`src/rtl/multi_decode_stage_pkg.sv`:
```
// Shared decode definitions: instruction widths, opcode/funct codes, control-bit layout,
// FSM state type and the per-lane decoded record used by multi_decode_stage.
package multi_decode_stage_pkg;

    localparam int IWIDTH       = 32;
    localparam int AWIDTH       = 5;
    localparam int IMM_WIDTH    = 16;
    localparam int JUMP_WIDTH   = 26;
    localparam int OPCODE_WIDTH = 6;
    localparam int FUNCT_WIDTH  = 6;

    localparam int MDS_CTRL_WIDTH = 9;

    // Control vector layout, MSB first: {ce,jr,jal,reg_wr,branch,alu_src,reg_dst,memtoreg,memwrite}
    localparam int CTRL_MEMWRITE = 0;
    localparam int CTRL_MEMTOREG = 1;
    localparam int CTRL_REG_DST  = 2;
    localparam int CTRL_ALU_SRC  = 3;
    localparam int CTRL_BRANCH   = 4;
    localparam int CTRL_REG_WR   = 5;
    localparam int CTRL_JAL      = 6;
    localparam int CTRL_JR       = 7;
    localparam int CTRL_CE       = 8;

    localparam logic [OPCODE_WIDTH-1:0] OP_RTYPE = 6'h00;
    localparam logic [OPCODE_WIDTH-1:0] OP_JAL   = 6'h03;
    localparam logic [OPCODE_WIDTH-1:0] OP_BEQ   = 6'h04;
    localparam logic [OPCODE_WIDTH-1:0] OP_BNE   = 6'h05;
    localparam logic [OPCODE_WIDTH-1:0] OP_ADDI  = 6'h08;
    localparam logic [OPCODE_WIDTH-1:0] OP_ADDIU = 6'h09;
    localparam logic [OPCODE_WIDTH-1:0] OP_SLTI  = 6'h0A;
    localparam logic [OPCODE_WIDTH-1:0] OP_SLTIU = 6'h0B;
    localparam logic [OPCODE_WIDTH-1:0] OP_ANDI  = 6'h0C;
    localparam logic [OPCODE_WIDTH-1:0] OP_ORI   = 6'h0D;
    localparam logic [OPCODE_WIDTH-1:0] OP_LW    = 6'h23;
    localparam logic [OPCODE_WIDTH-1:0] OP_SW    = 6'h2B;

    localparam logic [FUNCT_WIDTH-1:0] FUNCT_JR = 6'h08;

    localparam logic [AWIDTH-1:0] REG_RA = 5'd31;

    typedef enum logic [1:0] {
        MDS_IDLE  = 2'd0,
        MDS_HOLD  = 2'd1,
        MDS_SPLIT = 2'd2
    } mds_state_e;

    typedef struct packed {
        logic [MDS_CTRL_WIDTH-1:0] ctrl;
        logic [OPCODE_WIDTH-1:0]   opcode;
        logic [FUNCT_WIDTH-1:0]    funct;
        logic [AWIDTH-1:0]         rs;
        logic [AWIDTH-1:0]         rt;
        logic [AWIDTH-1:0]         rd;
        logic [IMM_WIDTH-1:0]      imm;
        logic [JUMP_WIDTH-1:0]     jal_addr;
        logic [AWIDTH-1:0]         dest;
        logic                      use_rs;
        logic                      use_rt;
    } mds_dec_t;

    // Register written by a lane; 0 means "writes nothing" since $0 is hardwired.
    function automatic logic [AWIDTH-1:0] mds_dest(input logic [MDS_CTRL_WIDTH-1:0] ctrl,
                                                   input logic [AWIDTH-1:0] rt,
                                                   input logic [AWIDTH-1:0] rd);
        logic [AWIDTH-1:0] d;
        d = ctrl[CTRL_REG_DST] ? rd : rt;
        return ctrl[CTRL_REG_WR] ? d : '0;
    endfunction

endpackage

```
`src/rtl/multi_decode_stage_if.sv`:
```
// Fetch-side / issue-side signal bundle of multi_decode_stage; master = fetch+issue
// environment, slave = the decode stage.
interface multi_decode_stage_if
    import multi_decode_stage_pkg::*;
#(
    parameter int LANES = 2
);
    logic                             md_i_valid;
    logic                             md_o_ready;
    logic [LANES-1:0]                 md_i_lane_vld;
    logic [LANES*IWIDTH-1:0]          md_i_instr;
    logic                             md_i_flush;
    logic                             md_i_out_ready;
    logic [LANES-1:0]                 md_o_valid;
    logic [LANES*MDS_CTRL_WIDTH-1:0]  md_o_ctrl;
    logic [LANES*OPCODE_WIDTH-1:0]    md_o_opcode;
    logic [LANES*FUNCT_WIDTH-1:0]     md_o_funct;
    logic [LANES*AWIDTH-1:0]          md_o_rs;
    logic [LANES*AWIDTH-1:0]          md_o_rt;
    logic [LANES*AWIDTH-1:0]          md_o_rd;
    logic [LANES*IMM_WIDTH-1:0]       md_o_imm;
    logic [LANES*JUMP_WIDTH-1:0]      md_o_jal_addr;

    modport master (
        output md_i_valid, md_i_lane_vld, md_i_instr, md_i_flush, md_i_out_ready,
        input  md_o_ready, md_o_valid, md_o_ctrl, md_o_opcode, md_o_funct,
               md_o_rs, md_o_rt, md_o_rd, md_o_imm, md_o_jal_addr
    );

    modport slave (
        input  md_i_valid, md_i_lane_vld, md_i_instr, md_i_flush, md_i_out_ready,
        output md_o_ready, md_o_valid, md_o_ctrl, md_o_opcode, md_o_funct,
               md_o_rs, md_o_rt, md_o_rd, md_o_imm, md_o_jal_addr
    );
endinterface

```
`src/rtl/multi_decode_stage_lane_decoder.sv`:
```
// Combinational single-instruction decoder: raw fields, control vector, destination
// register and which source registers the instruction actually reads.
module lane_decoder
    import multi_decode_stage_pkg::*;
(
    input  logic [IWIDTH-1:0] instr_i,
    output mds_dec_t          dec_o
);

    logic [OPCODE_WIDTH-1:0]   opcode;
    logic [FUNCT_WIDTH-1:0]    funct;
    logic                      known;
    logic [MDS_CTRL_WIDTH-1:0] ctrl;
    logic [AWIDTH-1:0]         rs;
    logic [AWIDTH-1:0]         rd;
    logic [JUMP_WIDTH-1:0]     jal_addr;
    logic                      use_rs;
    logic                      use_rt;

    assign opcode = instr_i[31:26];
    assign funct  = instr_i[5:0];

    always_comb begin
        known    = 1'b1;
        ctrl     = '0;
        rs       = instr_i[25:21];
        rd       = instr_i[15:11];
        jal_addr = '0;
        use_rs   = 1'b0;
        use_rt   = 1'b0;
        case (opcode)
            OP_RTYPE: begin
                if (funct == FUNCT_JR) begin
                    ctrl[CTRL_JR] = 1'b1;
                    rs            = REG_RA;
                    use_rs        = 1'b1;
                end else begin
                    ctrl[CTRL_REG_WR]  = 1'b1;
                    ctrl[CTRL_REG_DST] = 1'b1;
                    use_rs             = 1'b1;
                    use_rt             = 1'b1;
                end
            end
            OP_ADDI, OP_ADDIU, OP_SLTI, OP_SLTIU, OP_ANDI, OP_ORI: begin
                ctrl[CTRL_ALU_SRC] = 1'b1;
                ctrl[CTRL_REG_WR]  = 1'b1;
                use_rs             = 1'b1;
            end
            OP_BEQ, OP_BNE: begin
                ctrl[CTRL_BRANCH] = 1'b1;
                use_rs            = 1'b1;
                use_rt            = 1'b1;
            end
            OP_LW: begin
                ctrl[CTRL_MEMTOREG] = 1'b1;
                ctrl[CTRL_REG_WR]   = 1'b1;
                ctrl[CTRL_ALU_SRC]  = 1'b1;
                use_rs              = 1'b1;
            end
            OP_SW: begin
                ctrl[CTRL_MEMWRITE] = 1'b1;
                ctrl[CTRL_ALU_SRC]  = 1'b1;
                use_rs              = 1'b1;
                use_rt              = 1'b1;
            end
            OP_JAL: begin
                ctrl[CTRL_JAL]     = 1'b1;
                ctrl[CTRL_REG_WR]  = 1'b1;
                ctrl[CTRL_REG_DST] = 1'b1;
                rd                 = REG_RA;
                jal_addr           = instr_i[25:0];
            end
            default: known = 1'b0;
        endcase

        dec_o = '0;
        // Unrecognised opcodes leave the whole record zero, including ce.
        if (known) begin
            ctrl[CTRL_CE]  = 1'b1;
            dec_o.ctrl     = ctrl;
            dec_o.opcode   = opcode;
            dec_o.funct    = funct;
            dec_o.rs       = rs;
            dec_o.rt       = instr_i[20:16];
            dec_o.rd       = rd;
            dec_o.imm      = instr_i[15:0];
            dec_o.jal_addr = jal_addr;
            dec_o.dest     = mds_dest(ctrl, instr_i[20:16], rd);
            dec_o.use_rs   = use_rs;
            dec_o.use_rt   = use_rt;
        end
    end

endmodule

```
`src/rtl/multi_decode_stage.sv`:
```
// Multi-lane decode stage with registered outputs and a 1-deep output hold.
// Define MDS_SPLIT_EN to split bundles at intra-bundle RAW hazards (SPLIT state).
module multi_decode_stage
    import multi_decode_stage_pkg::*;
#(
    parameter int LANES = 2
)(
    input  logic                 md_i_clk,
    input  logic                 md_i_rst,
    multi_decode_stage_if.slave  md_bus
);

    mds_state_e              state_q, state_d;
    logic [LANES-1:0]        vld_q, vld_d;
    logic [LANES-1:0]        pend_q, pend_d;
    mds_dec_t [LANES-1:0]    dec_q, dec_d;
    mds_dec_t [LANES-1:0]    dec_w;
    logic [LANES-1:0]        iss;
    logic                    accept;

    // Pending lanes below the first one that reads a register written by an earlier
    // pending lane may issue together; if there is no such lane, all pending lanes go.
    function automatic logic [LANES-1:0] issue_mask(input logic [LANES-1:0] pend,
                                                    input mds_dec_t [LANES-1:0] d);
        logic [LANES-1:0] m;
        logic             found;
        m     = pend;
        found = 1'b0;
        for (int k = 1; k < LANES; k++) begin
            if (!found && pend[k]) begin
                for (int j = 0; j < k; j++) begin
                    if (pend[j] && (d[j].dest != '0) &&
                        ((d[k].use_rs && (d[k].rs == d[j].dest)) ||
                         (d[k].use_rt && (d[k].rt == d[j].dest))))
                        found = 1'b1;
                end
                if (found)
                    m = pend & ((LANES'(1) << k) - LANES'(1));
            end
        end
        return m;
    endfunction

    for (genvar k = 0; k < LANES; k++) begin : g_lane
        lane_decoder u_dec (
            .instr_i (md_bus.md_i_instr[k*IWIDTH +: IWIDTH]),
            .dec_o   (dec_w[k])
        );
        assign md_bus.md_o_ctrl[k*MDS_CTRL_WIDTH +: MDS_CTRL_WIDTH] = dec_q[k].ctrl;
        assign md_bus.md_o_opcode[k*OPCODE_WIDTH +: OPCODE_WIDTH]   = dec_q[k].opcode;
        assign md_bus.md_o_funct[k*FUNCT_WIDTH +: FUNCT_WIDTH]      = dec_q[k].funct;
        assign md_bus.md_o_rs[k*AWIDTH +: AWIDTH]                   = dec_q[k].rs;
        assign md_bus.md_o_rt[k*AWIDTH +: AWIDTH]                   = dec_q[k].rt;
        assign md_bus.md_o_rd[k*AWIDTH +: AWIDTH]                   = dec_q[k].rd;
        assign md_bus.md_o_imm[k*IMM_WIDTH +: IMM_WIDTH]            = dec_q[k].imm;
        assign md_bus.md_o_jal_addr[k*JUMP_WIDTH +: JUMP_WIDTH]     = dec_q[k].jal_addr;
    end

    assign md_bus.md_o_valid = vld_q;
    assign md_bus.md_o_ready = (state_q != MDS_SPLIT) &&
                               (!(|vld_q) || md_bus.md_i_out_ready);
    assign accept            = md_bus.md_i_valid && md_bus.md_o_ready;

    always_comb begin
        state_d = state_q;
        vld_d   = vld_q;
        pend_d  = pend_q;
        dec_d   = dec_q;
        iss     = '0;
        if (md_bus.md_i_flush) begin
            vld_d   = '0;
            pend_d  = '0;
            state_d = MDS_IDLE;
        end else if (state_q == MDS_SPLIT) begin
            if (md_bus.md_i_out_ready) begin
                iss     = issue_mask(pend_q, dec_q);
                vld_d   = iss;
                pend_d  = pend_q & ~iss;
                state_d = (pend_d != '0) ? MDS_SPLIT : MDS_HOLD;
            end
        end else if (accept) begin
            dec_d = dec_w;
`ifdef MDS_SPLIT_EN
            iss   = issue_mask(md_bus.md_i_lane_vld, dec_w);
`else
            iss   = md_bus.md_i_lane_vld;
`endif
            vld_d  = iss;
            pend_d = md_bus.md_i_lane_vld & ~iss;
            if (iss == '0)
                state_d = MDS_IDLE;
            else
                state_d = (pend_d != '0) ? MDS_SPLIT : MDS_HOLD;
        end else if ((|vld_q) && md_bus.md_i_out_ready) begin
            vld_d   = '0;
            state_d = MDS_IDLE;
        end
    end

    always_ff @(posedge md_i_clk or posedge md_i_rst) begin
        if (md_i_rst) begin
            state_q <= MDS_IDLE;
            vld_q   <= '0;
            pend_q  <= '0;
            dec_q   <= '0;
        end else begin
            state_q <= state_d;
            vld_q   <= vld_d;
            pend_q  <= pend_d;
            dec_q   <= dec_d;
        end
    end

endmodule

```
`src/flat_wrapper.sv`:
```
// flat-port wrapper written by rule: the top's interface ports become plain ports
module multi_decode_stage_flat import multi_decode_stage_pkg::*;
#(
    parameter int LANES = 2
)
  (md_i_clk, md_i_rst, md_bus_md_i_valid, md_bus_md_i_lane_vld, md_bus_md_i_instr, md_bus_md_i_flush, md_bus_md_i_out_ready, md_bus_md_o_ready, md_bus_md_o_valid, md_bus_md_o_ctrl, md_bus_md_o_opcode, md_bus_md_o_funct, md_bus_md_o_rs, md_bus_md_o_rt, md_bus_md_o_rd, md_bus_md_o_imm, md_bus_md_o_jal_addr);
  multi_decode_stage_if #(.LANES(LANES)) md_bus_i ();
  input  logic md_i_clk;
  input  logic md_i_rst;
  input wire logic [$bits(md_bus_i.md_i_valid)-1:0] md_bus_md_i_valid;
  input wire logic [$bits(md_bus_i.md_i_lane_vld)-1:0] md_bus_md_i_lane_vld;
  input wire logic [$bits(md_bus_i.md_i_instr)-1:0] md_bus_md_i_instr;
  input wire logic [$bits(md_bus_i.md_i_flush)-1:0] md_bus_md_i_flush;
  input wire logic [$bits(md_bus_i.md_i_out_ready)-1:0] md_bus_md_i_out_ready;
  output wire logic [$bits(md_bus_i.md_o_ready)-1:0] md_bus_md_o_ready;
  output wire logic [$bits(md_bus_i.md_o_valid)-1:0] md_bus_md_o_valid;
  output wire logic [$bits(md_bus_i.md_o_ctrl)-1:0] md_bus_md_o_ctrl;
  output wire logic [$bits(md_bus_i.md_o_opcode)-1:0] md_bus_md_o_opcode;
  output wire logic [$bits(md_bus_i.md_o_funct)-1:0] md_bus_md_o_funct;
  output wire logic [$bits(md_bus_i.md_o_rs)-1:0] md_bus_md_o_rs;
  output wire logic [$bits(md_bus_i.md_o_rt)-1:0] md_bus_md_o_rt;
  output wire logic [$bits(md_bus_i.md_o_rd)-1:0] md_bus_md_o_rd;
  output wire logic [$bits(md_bus_i.md_o_imm)-1:0] md_bus_md_o_imm;
  output wire logic [$bits(md_bus_i.md_o_jal_addr)-1:0] md_bus_md_o_jal_addr;
  assign md_bus_i.md_i_valid = md_bus_md_i_valid;
  assign md_bus_i.md_i_lane_vld = md_bus_md_i_lane_vld;
  assign md_bus_i.md_i_instr = md_bus_md_i_instr;
  assign md_bus_i.md_i_flush = md_bus_md_i_flush;
  assign md_bus_i.md_i_out_ready = md_bus_md_i_out_ready;
  assign md_bus_md_o_ready = md_bus_i.md_o_ready;
  assign md_bus_md_o_valid = md_bus_i.md_o_valid;
  assign md_bus_md_o_ctrl = md_bus_i.md_o_ctrl;
  assign md_bus_md_o_opcode = md_bus_i.md_o_opcode;
  assign md_bus_md_o_funct = md_bus_i.md_o_funct;
  assign md_bus_md_o_rs = md_bus_i.md_o_rs;
  assign md_bus_md_o_rt = md_bus_i.md_o_rt;
  assign md_bus_md_o_rd = md_bus_i.md_o_rd;
  assign md_bus_md_o_imm = md_bus_i.md_o_imm;
  assign md_bus_md_o_jal_addr = md_bus_i.md_o_jal_addr;
  multi_decode_stage #(.LANES(LANES)) u_core (.md_i_clk(md_i_clk), .md_i_rst(md_i_rst), .md_bus(md_bus_i));
endmodule
```
`config.mk`:
```
export PLATFORM = sky130hd
export DESIGN_NAME = multi_decode_stage_flat
export DESIGN_NICKNAME = d
export VERILOG_FILES = /design/src/rtl/multi_decode_stage_pkg.sv /design/src/rtl/multi_decode_stage_if.sv /design/src/rtl/multi_decode_stage_lane_decoder.sv /design/src/rtl/multi_decode_stage.sv /design/src/flat_wrapper.sv
export SDC_FILE = /design/constraint.sdc
export NUM_CORES = 1
export LEC_CHECK = 0
export BUFFER_PORTS_ARGS = -buffer_cell sky130_fd_sc_hd__buf_2
export CORE_AREA = 2 2 121 123
export CTS_BUF_LIST = sky130_fd_sc_hd__clkbuf_4 sky130_fd_sc_hd__clkbuf_8
export CTS_CLUSTER_SIZE = 16
export DETAILED_ROUTE_END_ITERATION = 16
export DIE_AREA = 0 0 123 125
export PLACE_DENSITY_LB_ADDON = 0.3
export SYNTH_ARGS = -nofsm -noshare
export SYNTH_HDL_FRONTEND = slang
export SYNTH_HIERARCHICAL = 1
export SYNTH_SLANG_ARGS = --single-unit
```
`constraint.sdc`:
```
create_clock -name md_i_clk -period 11 [get_ports md_i_clk]
set_input_delay 0.55 -clock md_i_clk [delete_from_list [all_inputs] [get_ports md_i_clk]]
set_output_delay 0.55 -clock md_i_clk [all_outputs]
set_load 0.01 [all_outputs]
```
; After elaboration in Yosys (flattened, before gate mapping)
; Index checks and enable logic that the tools add are counted.
[classes]
reduce_logical = 34
bitwise_logic = 6
muxes = 66
n_eq_ne = 29
[op_table]
columns = operator, n
row1 = $mux W85, 2
row2 = $eq A6 B4 Y1 const B, 14
row3 = $mux W26, 2
row4 = $mux W5, 10
row5 = $mux W2, 21
row6 = $reduce_or A8 Y1, 4
row7 = $mux W1, 25
row8 = $eq A6 B3 Y1 const B, 4
row9 = $eq A6 B6 Y1 const B, 4
row10 = $reduce_or A12 Y1, 2
row11 = $reduce_or A11 Y1, 2
row12 = $eq A6 B2 Y1 const B, 2
row13 = $logic_not A6 Y1, 2
row14 = $pmux W1 S2, 6
row15 = $eq A5 B5 Y1, 2
row16 = $logic_and A1 B1 Y1, 7
row17 = $reduce_or A2 Y1, 3
row18 = $reduce_or A3 Y1, 2
row19 = $reduce_bool A5 Y1, 1
row20 = $and A2 B2 Y2, 2
row21 = $not A2 Y2, 2
row22 = $reduce_and A2 Y1, 2
row23 = $reduce_bool A2 Y1, 2
row24 = $reduce_bool A4 Y1, 1
row25 = other kinds (9), 11
[word_totals]
out_inout_bits = 159
inputBits = 71
ff_bits = 169
wordCells = 157

; Logic depth before layout (Yosys ltp)
[depth]
ltp_word = 21
ltp_mapped = 9

; Modules after synthesis
; Netlist, hierarchy kept.
[modules_own_cells]
columns = mod, area_each_um2, cells_per_inst, seq_area_each_um2, n_inst
row1 = multi_decode_stage, 6490.0, 341, 3953.8, 1
row2 = lane_decoder, 827.0, 137, 0.0, 2

; Worst setup path after synthesis
; Ideal clock, no wire load.
[synth_path]
path_kind = input to register
from = in md_bus_md_i_instr[59]
to = reg u_core.dec_q (netlist bit u_core/md_bus.md_o_funct[10])
required_ps = 10875
n_path_buf = 3
stages = 9
t_arrival_ps = 2103
slack_ps = 8772
setup_ps = 125
cell_sequence = clkbuf_2 -> nand2_2 -> nor3_1 -> a21oi_1 -> inv_2 -> clkbuf_1 -> and2_1 -> buf_4 -> mux2_4
[synth_lines]
columns = element, line_no
row1 = start: declaration, flat_wrapper.sv:12  ; input wire logic [$bits(md_bus_i.md_i_instr)-1:0] md_bus_md_i_instr;
row2 = end signal: assignment, multi_decode_stage.sv:105  ; dec_q <= '0;
row3 = end signal: assignment, multi_decode_stage.sv:110  ; dec_q <= dec_d;
row4 = end: declaration, multi_decode_stage.sv:16  ; mds_dec_t [LANES-1:0] dec_q, dec_d;

; Worst setup path after layout
[layout_path]
from = reg u_core.vld_q[1] (netlist: u_core/md_bus.md_o_valid[1])
to = reg u_core.dec_q (netlist bit u_core/md_bus.md_o_rd[2])
[layout_between]
elab_chain_len = 6
[layout_lines]
columns = element, line_no
row1 = start: declaration, multi_decode_stage.sv:14  ; logic [LANES-1:0] vld_q, vld_d;
row2 = start signal: assignment, multi_decode_stage.sv:108  ; vld_q <= vld_d;
row3 = $reduce_or A2 Y1, multi_decode_stage.sv:61  ; (!(|vld_q) || md_bus.md_i_out_ready);
row4 = $logic_not A1 Y1, multi_decode_stage.sv:61
row5 = $logic_or A1 B1 Y1, multi_decode_stage.sv:61
row6 = $logic_and A1 B1 Y1, multi_decode_stage.sv:60  ; assign md_bus.md_o_ready = (state_q != MDS_SPLIT) &&
row7 = $logic_and A1 B1 Y1, multi_decode_stage.sv:62  ; assign accept = md_bus.md_i_valid && md_bus.md_o_ready;
row8 = $reduce_and A3 Y1 (no source line), -
; Every way passes these cells.
; A chain may end at the register's enable or synchronous reset.

==> summary.md <==
| Metric | Value |
|---|---|
| Status | finished clean |
| M3 GR Usage | 0.07162 |
| CP Class | reg -> reg |
| Yosys warns | 6 |
| CTS tree | yes |
| Initial DRC Count | 277 |
| Non-filler cells, final | 975 |
| Final nets | 849 |
| CTS Hold Buffers Added | 0 |
| Std cell rows | 44 |
| Pwr Density | 135.5 mW/mm^2 |
| DP HPWL | 12.17 mm |
| Met2 usage | 0.3575 |
| Worst Skew | 0.008697 ns |
| Clock share of power | 0.347 |
| WP data required | 11.33 ns |
| Drt pass-1 iters | 4 |
| Initial antenna violation count | 0 |
| Mapped Area | 0.007966 sq mm |
| Combinational share of power | 0.152 |
| Final Max Slew Viols | 0 |
| Cells after Synth | 581 |
| Placed Cells | 943 |
| Share of cells above drive strength 1 | 0.5499 |
| Max stage delay cell, worst path | buf_4 |
| CTS H-tree depth | 4 |
| Clk pin slew, worst setup/hold paths | 0.08 ns |
| Fin. Hold Viols | 0 |
| Pin count of the biggest net entering global routing | 83 |
| Busiest grt layer | met2 |
| Post-route setup TNS | 0 ns |
| Max_slew headroom | 0.1904 |
| Via/cell ratio | 5.198 |
| Height of the die | 125 microns |
| DR DRC count | 0 |
| Initial core utilization | 0.5609 |
| I/O pins | 230 |
| Sw frac | 0.2593 |
| Post-cts sizing count | 0 |
| Switching pwr | 327.7 uW |
| First-pass GRT wire length | 27.85 mm |
| Area delta synth->final | 17.10% |
| Crit path max fanout | 66 |
| Pre-CTS setup slack | 7.920 ns |
| Max_cap viols | 0 |
| Met1 usage | 0.3043 |
| Crit path arrival time | 3.22 ns |
| Peak VDD IR | 0.08416 mV |
| Die area | 0.01538 sq mm |
| Worst setup margin | 8.103 ns |
| Cts bufs inserted | 17 |
| CTS sink count | 158 |
| Syn avg cell area | 13.71 sq um |
| Hold Path Class | in -> async |
| Vias in the first global route | 5309 |
| Slowest cell delay on critical path | 0.96 ns |
| Drt total wl | 17.35 mm |
| GR Overflow Total | 0 |
| Total GRT Usage | 0.2300 |
| Reg power frac | 0.502 |
| Clk_lat worst skew | 0.44 ns |
| Clock Tree Buf Depth | 2 |
| RSZ-0062 raised after global routing | false |
| # port buffers | 229 |
| Root buffer cell | clkbuf_8 |
| RD Place Congestion | 0.7814 |
| Tmin final | 2.897 ns |
| Worst Tran Pin Value | 1.214 ns |
| Critical Path Start Type | flip-flop |
| Avg WL per Cell | 17.80 microns |
| Final period util | 0.2633 |
| Via count | 5068 |
| Setup bufs post-CTS | 0 |
| Critical Path End Type | flip-flop |
| Crit path cell chain | o21bai_4 -> and3b_4 -> buf_4 -> mux2_2 |
| Placeable Area | 0.01420 sq mm |
| Inserted Diodes | 0 |
| Detail Route Antenna Nets | 0 |
| Static Leak | 0.005283 uW |
| Setup violations, final | 0 |
| Fmax | 0.3452 GHz |
| Syn Nets | 652 |
| Die W | 123 microns |
| Cell internal pwr | 936.0 uW |
[worst max-delay path, delay by kind of cell (launching register included)]
kind,cells,cell delay (ns)
buf+inv,1,0.96
simple gates,1,0.68
flops,1,0.43
mux,1,0.42
compound gates,1,0.15
[power groups by stage]
stage               Sequential [uW]  Clock, uW  Combinational [uW]
floorplan                       658          0                 117
global placement                643          0                 188
detailed placement              644          0                 193
CTS                             634        452                 194
global route                    638        475                 208
finish                          634        438                 192
[layout make-up]
class,count,area (sq um)
Sequential cell,158,3954
Timing Repair Buffer,232,1169
Tap cell,184,230.2
Clock buffer,23,297.8
Fill cell,1091,4875
Inverter,25,98.84
Multi-Input combinational cell,344,3470
Clock inverter,9,110.1
[registers in the layout (all words and copies together), names as in the netlist]
register                     flops
u_core/md_bus.md_o_opcode       12
u_core/md_bus.md_o_valid         2
u_core/md_bus.md_o_ctrl         18
u_core/md_bus.md_o_jal_addr     52
u_core/md_bus.md_o_funct        12
u_core/md_bus.md_o_rd           10
u_core/md_bus.md_o_imm          32
u_core/md_bus.md_o_rt           10
u_core/md_bus.md_o_rs           10
[per-stage QoR]
| stage | total power [uW] | hold slack (ns) | util | cell area, sq um |
|---|---|---|---|---|
| final | 1264 | 0.2061 | 0.6568 | 9329 |
| after global routing | 1321 | 0.2431 | 0.6568 | 9329 |
| after CTS | 1280 | 0.2171 | 0.6568 | 9329 |
| after detailed placement | 837.6 | 0.4866 | 0.6281 | 8921 |
| after global placement | 830.5 | 0.4859 | 0.6281 | 8921 |
| after floorplan | 774.4 | 0.5511 | - | 7966 |
[cell usage in the layout (no fill, tap or decap), drive strengths merged]
master	count
buf	232
dfrtp	158
mux2	156
and2	88
inv	25
clkbuf	23
nor2	18
nor3	12
o21ai	12
a21o	10
clkinvlp	6
nand3	6
a21oi	6
nand2b	4
nor4b	4
nand2	4
bufinv	2
nor2b	2
o22ai	2
or4	2
or2	2
a211oi	2
nor4	2
a211o	2
nor3b	2
nand4	2
and3	2
conb	2
clkinv	1
o21bai	1
and3b	1
[final timing paths]
check | from | endpoint | slack (ns) | cells past startpoint
max | u_core/md_bus.md_o_valid[1] | u_core/md_bus.md_o_rd[2] | 8.10 | 4
max reg2reg | u_core/md_bus.md_o_valid[1] | u_core/md_bus.md_o_rd[2] | 8.10 | 4
min | md_i_rst | u_core/md_bus.md_o_rt[7] | 0.21 | 2
min reg2reg | u_core/md_bus.md_o_jal_addr[13] | u_core/md_bus.md_o_jal_addr[13] | 0.51 | 1
min in group md_i_clk | md_bus_md_i_flush | u_core/md_bus.md_o_valid[1] | 0.28 | 2
max in group asynchronous | md_i_rst | u_core/md_bus.md_o_imm[7] | 9.29 | 3
[metal layers]
metal,vias up,share of wire,routed length [microns]
li1,2331,-,-
met1,2545,0.43,7425
met2,170,0.48,8408
met3,22,0.070,1217
met4,0,0.017,303
met5,-,0,0
No activity file was read; power rests on OpenSTA's default activity.
